--- src/rtl/decoder_sel_sequencer.sv ---
// Select/dwell sequencer feeding a 3-to-8 one-hot decoder through a small request FIFO.
// Define DECODER_SEQ_GAP_EN to insert a one-cycle break-before-make gap between selections.
module decoder_sel_sequencer #(
    parameter int DEPTH   = 4,
    parameter int DWELL_W = 8
) (
    input  logic                    clk,
    input  logic                    rst_n,
    input  logic                    req_valid,
    output logic                    req_ready,
    input  logic [2:0]              req_sel,
    input  logic [DWELL_W-1:0]      req_dwell,
    output logic                    A0,
    output logic                    A1,
    output logic                    A2,
    output logic                    EN,
    output logic                    busy,
    output logic                    done,
    output logic [$clog2(DEPTH):0]  level
);

    localparam int AW = $clog2(DEPTH);
    localparam int LW = AW + 1;

    localparam logic [LW-1:0]      LVL_ZERO = LW'(0);
    localparam logic [LW-1:0]      LVL_ONE  = LW'(1);
    localparam logic [LW-1:0]      LVL_FULL = LW'(DEPTH);
    localparam logic [AW-1:0]      PTR_ONE  = AW'(1);
    localparam logic [DWELL_W-1:0] DW_ZERO  = DWELL_W'(0);
    localparam logic [DWELL_W-1:0] DW_ONE   = DWELL_W'(1);

    localparam logic [1:0] ST_IDLE   = 2'd0;
    localparam logic [1:0] ST_ACTIVE = 2'd1;
`ifdef DECODER_SEQ_GAP_EN
    localparam logic [1:0] ST_GAP    = 2'd2;
`endif

    logic [2:0]         r_sel_mem   [DEPTH];
    logic [DWELL_W-1:0] r_dwell_mem [DEPTH];
    logic [AW-1:0]      r_wr_ptr;
    logic [AW-1:0]      r_rd_ptr;
    logic [LW-1:0]      r_level;
    logic               r_ready;
    logic [1:0]         r_state;
    logic [DWELL_W-1:0] r_cnt;
    logic [2:0]         r_sel;
    logic               r_en;
    logic               r_done;
    logic               r_busy;

    logic               w_push;
    logic               w_pop;
    logic               w_nonempty;
    logic [DWELL_W-1:0] w_head_dwell;
    logic [DWELL_W-1:0] w_load_cnt;
    logic [LW-1:0]      w_level_nxt;
    logic [1:0]         w_state_nxt;
    logic [DWELL_W-1:0] w_cnt_nxt;

    // req_ready is a register, so a same-cycle pop never opens a full FIFO
    assign w_push       = req_valid && r_ready;
    assign w_nonempty   = (r_level != LVL_ZERO);
    assign w_head_dwell = r_dwell_mem[r_rd_ptr];

    // Dwell of zero runs as a single cycle; counter holds remaining cycles after this one
    always_comb begin
        w_load_cnt = DW_ZERO;
        if (w_head_dwell == DW_ZERO) begin
            w_load_cnt = DW_ZERO;
        end else begin
            w_load_cnt = w_head_dwell - DW_ONE;
        end
    end

    // Occupancy update; simultaneous push and pop leaves it unchanged
    always_comb begin
        w_level_nxt = r_level;
        case ({w_push, w_pop})
            2'b10:   w_level_nxt = r_level + LVL_ONE;
            2'b01:   w_level_nxt = r_level - LVL_ONE;
            default: w_level_nxt = r_level;
        endcase
    end

    // Sequencer next-state, dwell countdown and pop decision
    always_comb begin
        w_state_nxt = r_state;
        w_cnt_nxt   = r_cnt;
        w_pop       = 1'b0;
        case (r_state)
            ST_IDLE: begin
                if (w_nonempty) begin
                    w_pop       = 1'b1;
                    w_state_nxt = ST_ACTIVE;
                    w_cnt_nxt   = w_load_cnt;
                end else begin
                    w_state_nxt = ST_IDLE;
                end
            end
            ST_ACTIVE: begin
                if (r_cnt != DW_ZERO) begin
                    w_cnt_nxt = r_cnt - DW_ONE;
`ifdef DECODER_SEQ_GAP_EN
                end else begin
                    w_state_nxt = ST_GAP;
                end
`else
                end else if (w_nonempty) begin
                    w_pop       = 1'b1;
                    w_state_nxt = ST_ACTIVE;
                    w_cnt_nxt   = w_load_cnt;
                end else begin
                    w_state_nxt = ST_IDLE;
                end
`endif
            end
`ifdef DECODER_SEQ_GAP_EN
            ST_GAP: begin
                if (w_nonempty) begin
                    w_pop       = 1'b1;
                    w_state_nxt = ST_ACTIVE;
                    w_cnt_nxt   = w_load_cnt;
                end else begin
                    w_state_nxt = ST_IDLE;
                end
            end
`endif
            default: begin
                w_state_nxt = ST_IDLE;
            end
        endcase
    end

    // FIFO storage; contents need no reset because pointers and level are cleared
    always_ff @(posedge clk) begin
        if (w_push) begin
            r_sel_mem[r_wr_ptr]   <= req_sel;
            r_dwell_mem[r_wr_ptr] <= req_dwell;
        end
    end

    // Control state and registered decoder outputs
    always_ff @(posedge clk) begin
        if (!rst_n) begin
            r_wr_ptr <= {AW{1'b0}};
            r_rd_ptr <= {AW{1'b0}};
            r_level  <= LVL_ZERO;
            r_ready  <= 1'b1;
            r_state  <= ST_IDLE;
            r_cnt    <= DW_ZERO;
            r_sel    <= 3'b000;
            r_en     <= 1'b0;
            r_done   <= 1'b0;
            r_busy   <= 1'b0;
        end else begin
            r_level <= w_level_nxt;
            r_ready <= (w_level_nxt != LVL_FULL);
            r_state <= w_state_nxt;
            r_cnt   <= w_cnt_nxt;
            r_en    <= (w_state_nxt == ST_ACTIVE);
            r_done  <= (w_state_nxt == ST_ACTIVE) && (w_cnt_nxt == DW_ZERO);
            r_busy  <= (w_state_nxt != ST_IDLE) || (w_level_nxt != LVL_ZERO);
            if (w_push) begin
                r_wr_ptr <= r_wr_ptr + PTR_ONE;
            end
            if (w_pop) begin
                r_rd_ptr <= r_rd_ptr + PTR_ONE;
                r_sel    <= r_sel_mem[r_rd_ptr];
            end
        end
    end

    assign req_ready = r_ready;
    assign A0        = r_sel[0];
    assign A1        = r_sel[1];
    assign A2        = r_sel[2];
    assign EN        = r_en;
    assign done      = r_done;
    assign busy      = r_busy;
    assign level     = r_level;

endmodule

--- config.mk ---
export PLATFORM = sky130hd
export DESIGN_NAME = decoder_sel_sequencer
export DESIGN_NICKNAME = d
export VERILOG_FILES = /design/src/rtl/decoder_sel_sequencer.sv
export SDC_FILE = /design/constraint.sdc
export NUM_CORES = 1
export LEC_CHECK = 0
export CAP_MARGIN = 10
export CORE_ASPECT_RATIO = 0.5
export CORE_MARGIN = 10
export CORE_UTILIZATION = 50
export DETAILED_ROUTE_END_ITERATION = 6
export HOLD_SLACK_MARGIN = 0.06
export PLACE_DENSITY_LB_ADDON = 0.15
export SETUP_SLACK_MARGIN = 0.05
export SYNTH_ARGS = -nofsm -noshare
export SYNTH_HDL_FRONTEND = slang
export SYNTH_SLANG_ARGS = --single-unit
--- constraint.sdc ---
create_clock -name clk -period 4.71 [get_ports clk]
set_input_delay 0.942 -clock clk [delete_from_list [all_inputs] [get_ports clk]]
set_output_delay 0.942 -clock clk [all_outputs]
set_load 0.03 [all_outputs]
Word level (Yosys, flattened, before mapping):

Memory sizes are Yosys's and may differ from the RTL's. A register that Yosys moved wholly into a read port is not among the register bits.
Index checks and enable logic that the tools add are counted.

* add/subtract/negate cells: 6
* eq/ne operators: 5
* mux-type cells: 15
* reductions and logical operators: 11

Operators by type and width (count)
* $mux W8: 3
* $logic_not A8 Y1: 2
* $pmux W8 S2: 1
* $sub A8 B1 Y8 const B: 2
* $reduce_bool A8 Y1: 1
* $eq A2 B1 Y1 const B: 3
* $mux W2: 3
* $pmux W3 S2: 1
* $reduce_bool A3 Y1: 2
* $mux W1: 5
* $add A2 B1 Y2 const B: 2
* $pmux W2 S2: 1
* $add A3 B1 Y3 const B: 1
* $ne A3 B3 Y1 const B: 1
* $sub A3 B1 Y3 const B: 1
* $eq A2 B2 Y1 const B: 1
* $logic_and A1 B1 Y1: 2
* $logic_not A2 Y1: 1
* $pmux W1 S2: 1
* $reduce_bool A2 Y1: 1
* $logic_not A1 Y1: 1
* $logic_or A1 B1 Y1: 1

* register bits: 21
* RAM bits: 44
* input port bits: 14
* output and inout bits: 10
* logic and storage cells: 48
* memories: 2

Memories
* r_dwell_mem: depth 4, width 8, rd ports 1, clocked after memory_dff 1, write ports 1, RTL line 39 `logic [DWELL_W-1:0] r_dwell_mem [DEPTH];`
* r_sel_mem: depth 4, width 3, rd ports 1, clocked after memory_dff 1, write ports 1, RTL line 38 `logic [2:0] r_sel_mem [DEPTH];`

Longest topological paths before layout:

* depth after elaboration: 8
* depth in mapped cells: 13
* mapped depth without buffers: 12

Worst setup path after synthesis:

OpenSTA, ideal clock, no wires.

* path type: register to register
* from: register r_cnt[3]
* to: register r_ready (netlist: req_ready)
* library setup time: 0.120 ns
* arrival: 2.953 ns
* required time: 4.590 ns
* slack: 1.637 ns
* stages on the path, launching flop included: 13
* buffers on the path: 2
* period minus slack after synthesis: 3.073 ns
* path through: dfxtp_1 -> or4_1 -> buf_2 -> o32a_4 -> buf_6 -> nor2_4 -> ha_1 -> inv_1 -> fa_1 -> xor2_1 -> or3_1 -> a21oi_1 -> nand2_1

* longest elaborated chain between the ends: 6
* elaborated cells on any way between the ends: 7
* those cells by class: eq/ne (3); mux (3); reduce/logical (1)

RTL lines
* from (decl): RTL line 45 `logic [DWELL_W-1:0] r_cnt;`
* from (signal assigned): RTL line 159 `r_cnt <= w_cnt_nxt;`
* $reduce_bool A8 Y1 (*): RTL line 101 `if (r_cnt != DW_ZERO) begin`
* $mux W1 (*): RTL line 101
* $pmux W1 S2 (*): RTL line 90 `case (r_state)`
* via w_pop: RTL line 52 `logic w_pop;`
* $eq A2 B1 Y1 / $eq A2 B2 Y1 (equally long branches): RTL line 78 `case ({w_push, w_pop})`
* $pmux W3 S2 (*): RTL line 78
* $ne A3 B3 Y1 (*): RTL line 157 `r_ready <= (w_level_nxt != LVL_FULL);`
* to (signal assigned): RTL line 157
* to (decl): RTL line 43 `logic r_ready;`

Mark *: on every way through the listed nets, which the timed path passes. The rest lies on a longest branch.
A chain may end at the register's enable or synchronous reset.

Worst setup path in the final report:

Ends and elaborated chain as after synthesis.

==> impl_metrics.tcl <==
set metrics [dict create \
    outcome "finished clean" \
    dpl_cell_area_um2 3460 \
    post-cts-setup-buffer-count 0 \
    antenna_found_initial 0 \
    worst-path-max-fanout 12 \
    cap_violations 0 \
    hold_depth 2 \
    irDropWorstVdd_uv 373 \
    place_hpwl_mm 4.26 \
    die_height_um 76.2 \
    ys_warn_count 0 \
    synth-async-reset-ratio_pct 0 \
    wirelength_mm 6.11 \
    final_area_um2 3760 \
    fin_util_pct 61.6 \
    fill_cells 503 \
    hp-class "reg2reg" \
    insertion_delay_ns 0.33 \
    start_util_pct 51.7 \
    whs_endpoint "r_sel[1]" \
    slew_headroom_pct 57.0 \
    r2r_start "r_cnt[3]" \
    seq_area_um2 1840 \
    htree_levels 3 \
    drv_slew 0 \
    fin_skew_ns 0.00317 \
    diodes 0 \
    detail-route-antenna-nets 0 \
    tightest_slew_ns 0.637 \
    powerDensity_nw_per_um2 656 \
    cts.reportedPaths.clkPinSlew_ns 0.06 \
    io_pins 24 \
    synth_edf_count 44 \
    period_needed_ns 3.25 \
    start_kind "register" \
    ys_ff_latch 70 \
    ys_seq_area_share_pct 58.3 \
    vias 2013 \
    drtIter0Drc 345 \
    ctsHoldBuffers 0 \
    rsz0062_at_grt "no" \
    r2r_slack_ns 1.46 \
    grt_pass1_wl_mm 10.0 \
    gp_congestion 0.913 \
    min_from "r_sel[1]" \
    syn_to_final_growth_pct 19.1 \
    nets 295 \
    setup_tns_ns 0 \
    dieArea_um2 10100 \
    syn_area_um2 3160 \
    wl_per_cell_um 16.8 \
    track_usage_pct 12.5 \
    critical_path_class "reg2reg" \
    clk_path_buf_depth 2 \
    worst_ep_required_time_ns 4.92 \
    first_global_vias 1958 \
    core_um2 6110 \
    place_inst 348 \
    clock-sinks 70 \
    root_buffer "clkbuf_16" \
    synth_nets 268 \
    rr_worst_depth 10 \
    drc 0 \
    finalNonFillerCells 364 \
    multiInputGateArea_um2 1220 \
    layout-drive-gt1-share_pct 14.5 \
    timing.rr.end "req_ready" \
    viasPerCell 5.53 \
    setup_viol 0 \
    arrival_ns 3.46 \
    grt_overflow_total 0 \
    hold_viol 0 \
    worstSetupEndpointType "register" \
    io_buffers 23 \
    die_x_um 132 \
    synth_cells 244 \
    rows 20 \
    max_freq_mhz 308 \
    cellLeakagePower_uw 0.00131 \
    ys.flop_type "edfxtp_1" \
    cts_tree "built" \
    ctsResizeCount 0 \
    post-route-period-util_pct 68.9 \
    ys_types 53 \
    grt_start_max_net_pins 20 \
    firstDrtPassIters 4 \
    syn_avg_cell_area_um2 12.9 \
    numCtsBuffers 9 \
]
-- placed cells by master, fill, tap and decap left out, types with 3 or more instances in the layout --
| cell type | count |
|---|---|
| and3_1 | 5 |
| a22oi_1 | 3 |
| nor3_1 | 5 |
| a21oi_1 | 8 |
| nor4_1 | 3 |
| o21ai_0 | 9 |
| xnor2_1 | 6 |
| clkdlybuf4s50_1 | 23 |
| nor2_1 | 17 |
| dfxtp_1 | 26 |
| inv_1 | 14 |
| ha_1 | 9 |
| nand2_1 | 19 |
| clkbuf_16 | 9 |
| nand3_1 | 3 |
| mux4_2 | 11 |
| xor2_1 | 6 |
| or3_1 | 3 |
| edfxtp_1 | 44 |
| and2_1 | 3 |
-- report_power, final --
group	internal, µW	switching (µW)
clock	410	251
combinational	401	526
sequential	770	108
total	1580	884
-- final cells by class --
class,instances,share of cell area (%)
flip-flops and latches,70,49.0
multi-input cells,151,32.4
repair buffers,24,6.32
clock buffers,9,5.99
well taps,88,2.93
clock inverters,7,1.90
inverters,15,1.50
-- sequential cells by signal, indices dropped and copies added (netlist names), named ones only --
signal / cells
busy: 1
r_wr_ptr: 2
r_dwell_mem: 32
r_rd_ptr: 2
req_ready: 1
level: 3
EN: 1
r_state: 2
done: 1
r_cnt: 8
r_sel: 3
r_sel_mem: 12
-- cell usage after synthesis (all sizes together) (2+ instances only) --
| master | instances | share of area [%] |
|---|---|---|
| a21o | 2 | 0.48 |
| or4 | 2 | 0.48 |
| xor2 | 6 | 1.7 |
| and2 | 3 | 0.59 |
| a21oi | 8 | 1.3 |
| mux2i | 2 | 0.63 |
| clkbuf | 5 | 0.59 |
| a221oi | 3 | 1.0 |
| nor3 | 5 | 0.79 |
| o221ai | 2 | 0.55 |
| nand3 | 3 | 0.48 |
| xnor2 | 6 | 1.7 |
| nor3b | 2 | 0.48 |
| dfxtp | 26 | 16 |
| edfxtp | 44 | 42 |
| inv | 14 | 1.7 |
| and3 | 5 | 0.99 |
| or2 | 3 | 0.59 |
| a22oi | 3 | 0.71 |
| or3b | 2 | 0.55 |
| nor2 | 18 | 2.4 |
| o21ai | 10 | 1.6 |
| nand2b | 2 | 0.40 |
| mux4 | 11 | 7.8 |
| nand2 | 19 | 2.3 |
| buf | 3 | 0.67 |
| nor4 | 5 | 1.4 |
| or3 | 3 | 0.59 |
| ha | 9 | 3.6 |
-- worst max-delay path, cell delays in order (launching register included) --
cell and delay [ns]:
dfxtp_1 0.36, or4_1 0.66, o32a_4 0.52, nor2_4 0.20, ha_1 0.21, inv_1 0.06
fa_1 0.37, xor2_1 0.18, or3_1 0.32, a21oi_1 0.18, nand2_1 0.08
-- worst max path at each step --
| stage | endpoint | slack (ns) | start | depth (start not counted) |
|---|---|---|---|---|
| floorplan | req_ready | 1.64 | r_cnt[3] | 12 |
| global placement | req_ready | 1.59 | r_cnt[3] | 10 |
| detailed placement | req_ready | 1.49 | r_cnt[3] | 10 |
| CTS | req_ready | 1.47 | r_cnt[3] | 10 |
| global route | req_ready | 1.21 | r_cnt[3] | 10 |
| finish | req_ready | 1.46 | r_cnt[3] | 10 |
-- routing by layer --
metal | wire, µm | global-route usage, % | part of all wire (%)
met1 | 3010 | 16.1 | 49
met2 | 2780 | 18.1 | 46
met3 | 258 | 5.07 | 4.2
met4 | 57 | 5.35 | 0.93
met5 | 0 | 0 | 0
-- kinds of logic after synthesis --
kind of cell             count (synthesis)  synth area share (%)
XOR/XNOR                                12                  3.33
other                                    1                 0.119
AO/OA/AOI/OAI                           40                  9.55
multiplexers                            14                  8.84
AND/OR/NAND/NOR                         74                  12.6
adder cells (fa/ha/maj)                 10                  4.20
flip-flops                              70                  58.3
buffers and inverters                   23                  3.05
-- through the flow --
stage	power [µW]	setup WS, ns	hold WS [ns]
2_1_floorplan	1570	1.64	0.469
3_3_place_gp	1790	1.59	0.485
6_report	2470	1.46	0.483
3_5_place_dp	1800	1.49	0.474
4_1_cts	2470	1.47	0.484
5_1_grt	2620	1.21	0.517
Power figures use the tool's default switching activity.
